<file path="config.mk">
export PLATFORM = sky130hd
export DESIGN_NAME = serial_adder_ctrl_flat
export DESIGN_NICKNAME = d
export VERILOG_FILES = /design/src/rtl/serial_adder_ctrl_if.sv /design/src/rtl/serial_adder_ctrl.sv /design/src/flat_wrapper.sv
export SDC_FILE = /design/constraint.sdc
export NUM_CORES = 1
export LEC_CHECK = 0
export CAP_MARGIN = 10
export CORE_MARGIN = 8
export CORE_UTILIZATION = 40
export DETAILED_ROUTE_END_ITERATION = 7
export PLACE_DENSITY = 0.67
export SYNTH_ARGS = -nofsm -noshare
export SYNTH_HDL_FRONTEND = slang
export SYNTH_SLANG_ARGS = --single-unit
</file>
<file path="constraint.sdc">
create_clock -name clk -period 1.15 [get_ports clk]
set_clock_uncertainty 0.05 [all_clocks]
set_input_delay 0.115 -clock clk [delete_from_list [all_inputs] [get_ports clk]]
set_output_delay 0.115 -clock clk [all_outputs]
set_load 0.02 [all_outputs]
</file>
<file path="src/rtl/serial_adder_ctrl_if.sv">
// Requester-side handshake and operand/result bundle for serial_adder_ctrl.
// The optional "sub" request bit exists only when SERIAL_ADDER_SUB_EN is defined.
interface serial_adder_ctrl_if #(
    parameter int unsigned WIDTH = 8
);
    logic             start;
    logic [WIDTH-1:0] a;
    logic [WIDTH-1:0] b;
`ifdef SERIAL_ADDER_SUB_EN
    logic             sub;
`endif
    logic [WIDTH-1:0] sum;
    logic             cout;
    logic             busy;
    logic             done;

    // Requester side: issues operands and start, observes results.
    modport master (
        output start, a, b,
`ifdef SERIAL_ADDER_SUB_EN
        output sub,
`endif
        input  sum, cout, busy, done
    );

    // Adder side: consumes the request, produces results.
    modport slave (
        input  start, a, b,
`ifdef SERIAL_ADDER_SUB_EN
        input  sub,
`endif
        output sum, cout, busy, done
    );
endinterface

</file>
<file path="src/rtl/serial_adder_ctrl.sv">
// Bit-serial adder sequencer: one full adder (two half adders plus OR) is reused
// LSB first over WIDTH clocks, with a carry flip-flop linking consecutive bits.
// Optional feature macro: SERIAL_ADDER_SUB_EN adds a "sub" request bit that
// computes a-b (B inverted on load, carry seeded with 1; cout=1 means no borrow).
module serial_adder_ctrl #(
    parameter int unsigned WIDTH = 8
) (
    input  logic                clk,
    input  logic                rst_n,
    serial_adder_ctrl_if.slave  bus
);
    localparam int unsigned CW = (WIDTH > 1) ? $clog2(WIDTH) : 1;
    localparam logic [CW-1:0] LAST_BIT = CW'(WIDTH - 1);

    typedef enum logic [1:0] {
        IDLE  = 2'd0,
        SHIFT = 2'd1,
        DONE  = 2'd2
    } state_t;

    state_t           state_q, state_d;
    logic [WIDTH-1:0] a_sh_q, a_sh_d;
    logic [WIDTH-1:0] b_sh_q, b_sh_d;
    logic [WIDTH-1:0] sum_q, sum_d;
    logic [CW-1:0]    cnt_q, cnt_d;
    logic             carry_q, carry_d;
    logic             cout_q, cout_d;
    logic             busy_q, busy_d;
    logic             done_q, done_d;

    logic             sub_req;
    logic             ha1_s, ha1_c;
    logic             ha2_s, ha2_c;
    logic             fa_c;

`ifdef SERIAL_ADDER_SUB_EN
    assign sub_req = bus.sub;
`else
    assign sub_req = 1'b0;
`endif

    // Shared adder cell: two half adders and an OR form the full adder.
    always_comb begin
        ha1_s = a_sh_q[0] ^ b_sh_q[0];
        ha1_c = a_sh_q[0] & b_sh_q[0];
        ha2_s = ha1_s ^ carry_q;
        ha2_c = ha1_s & carry_q;
        fa_c  = ha1_c | ha2_c;
    end

    // Sequencer next-state and datapath update.
    always_comb begin
        state_d = state_q;
        a_sh_d  = a_sh_q;
        b_sh_d  = b_sh_q;
        sum_d   = sum_q;
        cnt_d   = cnt_q;
        carry_d = carry_q;
        cout_d  = cout_q;
        done_d  = 1'b0;

        unique case (state_q)
            IDLE: begin
                if (bus.start) begin
                    a_sh_d  = bus.a;
                    b_sh_d  = sub_req ? ~bus.b : bus.b;
                    carry_d = sub_req;
                    cnt_d   = '0;
                    state_d = SHIFT;
                end
            end
            SHIFT: begin
                carry_d = fa_c;
                sum_d   = {ha2_s, sum_q[WIDTH-1:1]};
                a_sh_d  = a_sh_q >> 1;
                b_sh_d  = b_sh_q >> 1;
                cnt_d   = cnt_q + 1'b1;
                if (cnt_q == LAST_BIT) begin
                    cout_d  = fa_c;
                    state_d = DONE;
                end
            end
            DONE: begin
                done_d  = 1'b1;
                state_d = IDLE;
            end
            default: state_d = IDLE;
        endcase

        // done is registered from the DONE state, so busy is stretched to cover
        // the cycle in which the done pulse is visible.
        busy_d = (state_d != IDLE) || (state_q == DONE);
    end

    // State and datapath registers; async reset aborts any operation in flight.
    always_ff @(posedge clk or negedge rst_n) begin
        if (!rst_n) begin
            state_q <= IDLE;
            a_sh_q  <= '0;
            b_sh_q  <= '0;
            sum_q   <= '0;
            cnt_q   <= '0;
            carry_q <= 1'b0;
            cout_q  <= 1'b0;
            busy_q  <= 1'b0;
            done_q  <= 1'b0;
        end else begin
            state_q <= state_d;
            a_sh_q  <= a_sh_d;
            b_sh_q  <= b_sh_d;
            sum_q   <= sum_d;
            cnt_q   <= cnt_d;
            carry_q <= carry_d;
            cout_q  <= cout_d;
            busy_q  <= busy_d;
            done_q  <= done_d;
        end
    end

    assign bus.sum  = sum_q;
    assign bus.cout = cout_q;
    assign bus.busy = busy_q;
    assign bus.done = done_q;
endmodule
</file>
<file path="src/flat_wrapper.sv">
// flat-port wrapper written by rule: the top's interface ports become plain ports
module serial_adder_ctrl_flat 
#(
    parameter int unsigned WIDTH = 8
)
  (clk, rst_n, bus_start, bus_a, bus_b, bus_sum, bus_cout, bus_busy, bus_done);
  serial_adder_ctrl_if #(.WIDTH(WIDTH)) bus_i ();
  input  logic clk;
  input  logic rst_n;
  input wire logic [$bits(bus_i.start)-1:0] bus_start;
  input wire logic [$bits(bus_i.a)-1:0] bus_a;
  input wire logic [$bits(bus_i.b)-1:0] bus_b;
  output wire logic [$bits(bus_i.sum)-1:0] bus_sum;
  output wire logic [$bits(bus_i.cout)-1:0] bus_cout;
  output wire logic [$bits(bus_i.busy)-1:0] bus_busy;
  output wire logic [$bits(bus_i.done)-1:0] bus_done;
  assign bus_i.start = bus_start;
  assign bus_i.a = bus_a;
  assign bus_i.b = bus_b;
  assign bus_sum = bus_i.sum;
  assign bus_cout = bus_i.cout;
  assign bus_busy = bus_i.busy;
  assign bus_done = bus_i.done;
  serial_adder_ctrl #(.WIDTH(WIDTH)) u_core (.clk(clk), .rst_n(rst_n), .bus(bus_i));
endmodule
</file>
==> flow_summary.ini <==
[pwr]
p_comb_share_pct = 50.2
p_seq_share_pct = 32.0
clkPwrFrac_pct = 17.9
switching_share_pct = 34.2
power.internal_uw = 4130
power_density_mw_per_mm2 = 2720
leakage_uw = 0.00104
power_switching_uw = 2150
irDropWorstVdd_uv = 1400
p_total_uw = 6280

[synthesis]
synth_top_family_by_area = simple AND/OR/NAND/NOR gates
synth_nets = 152
synth_top_cell_by_area = dfrtp_1
synth-main-ff-cell = dfrtp_1
ys_ff_latch = 33
avgSynthCellArea_um2 = 11.9
synth.most_common_cell = dfrtp_1
ys_top_cells_by_area = dfrtp_1, mux2_1, nor4b_1, inv_1, a211oi_1
muxShareOfSynthArea_pct = 7.10
synth_compound_area_share_pct = 12.5
ys_warn_count = 0
synth-simple-area-share_pct = 14.4
synth-edff-count = 0
synthAdderAreaFrac_pct = 2.91
ys_types = 31
synth_async_sr_flop_share_pct = 100
ys_seq_area_share_pct = 53.3
synth_xor_area_share_pct = 0
syn_area_mm2 = 0.00155
syn_inst = 130
synth_common_cells = dfrtp_1, inv_1, a211oi_1, nor3b_1, nor4b_1
yosysTopAreaCellShare_pct = 53.3

[cts]
hold_buffers = 0
clockBufferDepth = 2
clk_latency_ns = 0.28
cts.clk_slew.worst_paths_ns = 0.07
htreeDepth = 2
cts_made_buffers = 5
clockRootBuffer = clkbuf_8
cts.sinks = 33
cts_tree = done

[timing]
setup_tns_ns = -1.81
hold_viol_final = 0
period_needed_ns = 1.26
fin_crit_sh_pct = 109
fmax_ghz = 0.796
tightestPinTransition_ns = 0.315
finalSetupViolCount = 27
slew_headroom_pct = 79.0
worst_slack_ns = -0.106
slew_viol_final = 0
hold_ws_ns = 0.142
rsz0062_at_grt = true

[critical_path]
worst_r2r_startpoint = u_core.state_q[1]
r2r_cells = 4
worstPathRequired_ns = 1.30
crit_chain = o21bai_4, buf_12, buf_4, a211oi_2
cp-startpoint = u_core.state_q[1]
cp_data_arrival_time_ns = 1.41
crit_slowest_cell = dfrtp_2
critPathCaptureType = register
crit_type = register to register
startpoint_type = register
cpPeakStageDelay_ns = 0.47
cp_max_fo = 11

[outcome]
status = complete, but fails checks
violations = negative setup slack

[global_route]
antenna_found_initial = 0
grt_pass1_vias = 1254
grt_first_pass_wirelength_um = 5870
overflow = 0
grt_use_total_pct = 12.1
grt_start_max_net_pins = 34

[placement]
gp_congestion = 0.785
place_area_mm2 = 0.00208
dpl.hpwl_um = 2510
io_buffers = 29

[final_layout]
final_nets = 203
postLayoutCellArea_mm2 = 0.00231
area.growth.synth_to_final_pct = 49.2
diodes = 0
drive_gt1_share_pct = 39.6

[die]
ioPinCount = 30
fp.dieW_um = 78.3
initial_core_util_pct = 42.0
coreArea_mm2 = 0.00369
die_y_um = 78.3
die-area_mm2 = 0.00612
std_cell_rows = 22

[detailed_routing]
drc_errors = 0
viasPerCell = 5.11
ant_nets = 0
drtIter0Drc = 88
wl_per_cell_um = 15.9
vias = 1175
wl_um = 3650
dr.pass1.iters = 4

[flow_run]
cap_viol_max_count = 0

[worst_hold_path]
hold_path_class = input pin to asynchronous set/reset pin
[cell usage in the layout (no fill, tap or decap), types with 2 or more instances in the layout]
cell / count
buf_6: 2
clkdlybuf4s15_1: 3
inv_2: 2
clkbuf_8: 6
a211oi_1: 2
nor2b_2: 2
clkbuf_2: 5
nor3b_1: 9
nor4b_4: 2
clkdlybuf4s15_2: 2
nor2_1: 6
dfrtp_1: 32
buf_12: 3
a22o_1: 2
inv_1: 18
clkdlybuf4s50_1: 18
nor4b_2: 7
mux2_4: 7
a222oi_1: 5
mux2i_1: 2
buf_4: 20
a211oi_2: 7
[sequential cells by signal (all words and copies together), names as in the netlist]
| name | count |
|---|---|
| u_core.a_sh_q | 8 |
| u_core.b_sh_q | 8 |
| u_core.bus.busy | 1 |
| u_core.bus.cout | 1 |
| u_core.bus.done | 1 |
| u_core.bus.sum | 8 |
| u_core.carry_q | 1 |
| u_core.cnt_q | 3 |
| u_core.state_q | 2 |
[kinds of logic after synthesis]
group	count (synthesis)
AOI/OAI and AO/OA	22
adders and majority gates	3
buffers and inverters	30
DFF	33
muxes	10
and+or+nand+nor	32
[power groups by stage]
| stage | clock (uW) | combinational [uW] | sequential (uW) |
|---|---|---|---|
| after floorplan | 0 | 1640 | 2180 |
| after global placement | 0 | 2870 | 1990 |
| after detailed placement | 0 | 2960 | 2020 |
| after CTS | 1160 | 3140 | 2010 |
| after global routing | 1190 | 3400 | 2070 |
| final | 1120 | 3150 | 2010 |
[final cells by class]
class	count	area [um^2]
Fill cell	310	1380
Timing Repair Buffer	54	499
Sequential cell	33	827
Clock inverter	1	30.0
Multi-Input combinational cell	67	734
Clock buffer	7	86.3
Tap cell	48	60.1
Inverter	20	75.1
[timing repair]
| item | in CTS | in global routing |
|---|---|---|
| hold endpoints to repair | 0 | 0 |
| setup endpoints to repair | 38 | 38 |
| setup buffers | 3 | 1 |
| pin swaps | 5 | 3 |
| cloned | 0 | 0 |
| gates resized for setup | 41 | 12 |
[worst paths after layout]
path,end,slack [ns]
min in group clk,u_core.b_sh_q[4],0.40
hold reg to reg,u_core.a_sh_q[7],0.44
setup / recovery,u_core.b_sh_q[2],-0.11
setup reg to reg,u_core.b_sh_q[2],-0.11
max in group asynchronous,u_core.state_q[1],0.73
hold / removal,u_core.state_q[1],0.14
[per-layer routing]
| metal | GRT usage, % | routed length, um | share of wire [%] | vias up |
|---|---|---|---|---|
| li1 | - | - | - | 558 |
| met2 | 20.9 | 1920 | 53 | 27 |
| met5 | 0 | 0 | 0 | - |
| met4 | 5.56 | 65 | 1.8 | 0 |
| met1 | 13.2 | 1490 | 41 | 583 |
| met3 | 4.10 | 168 | 4.6 | 7 |
[critical path: cells and delay by family, from the launching register on]
kind	cells	cell delay, ns
AO/OA/AOI/OAI	2	0.37
buffers and inverters	2	0.28
flip-flops	1	0.47
[stage by stage]
| stage | cells | setup slack [ns] | util, % |
|---|---|---|---|
| floorplan | 130 | -0.0201 | - |
| global placement | 219 | -0.260 | 56.5 |
| detailed placement | 219 | -0.319 | 56.5 |
| CTS | 229 | -0.107 | 62.4 |
| global route | 230 | -0.176 | 62.7 |
| finish | 230 | -0.106 | 62.7 |
(Power assumes the default switching activity.)
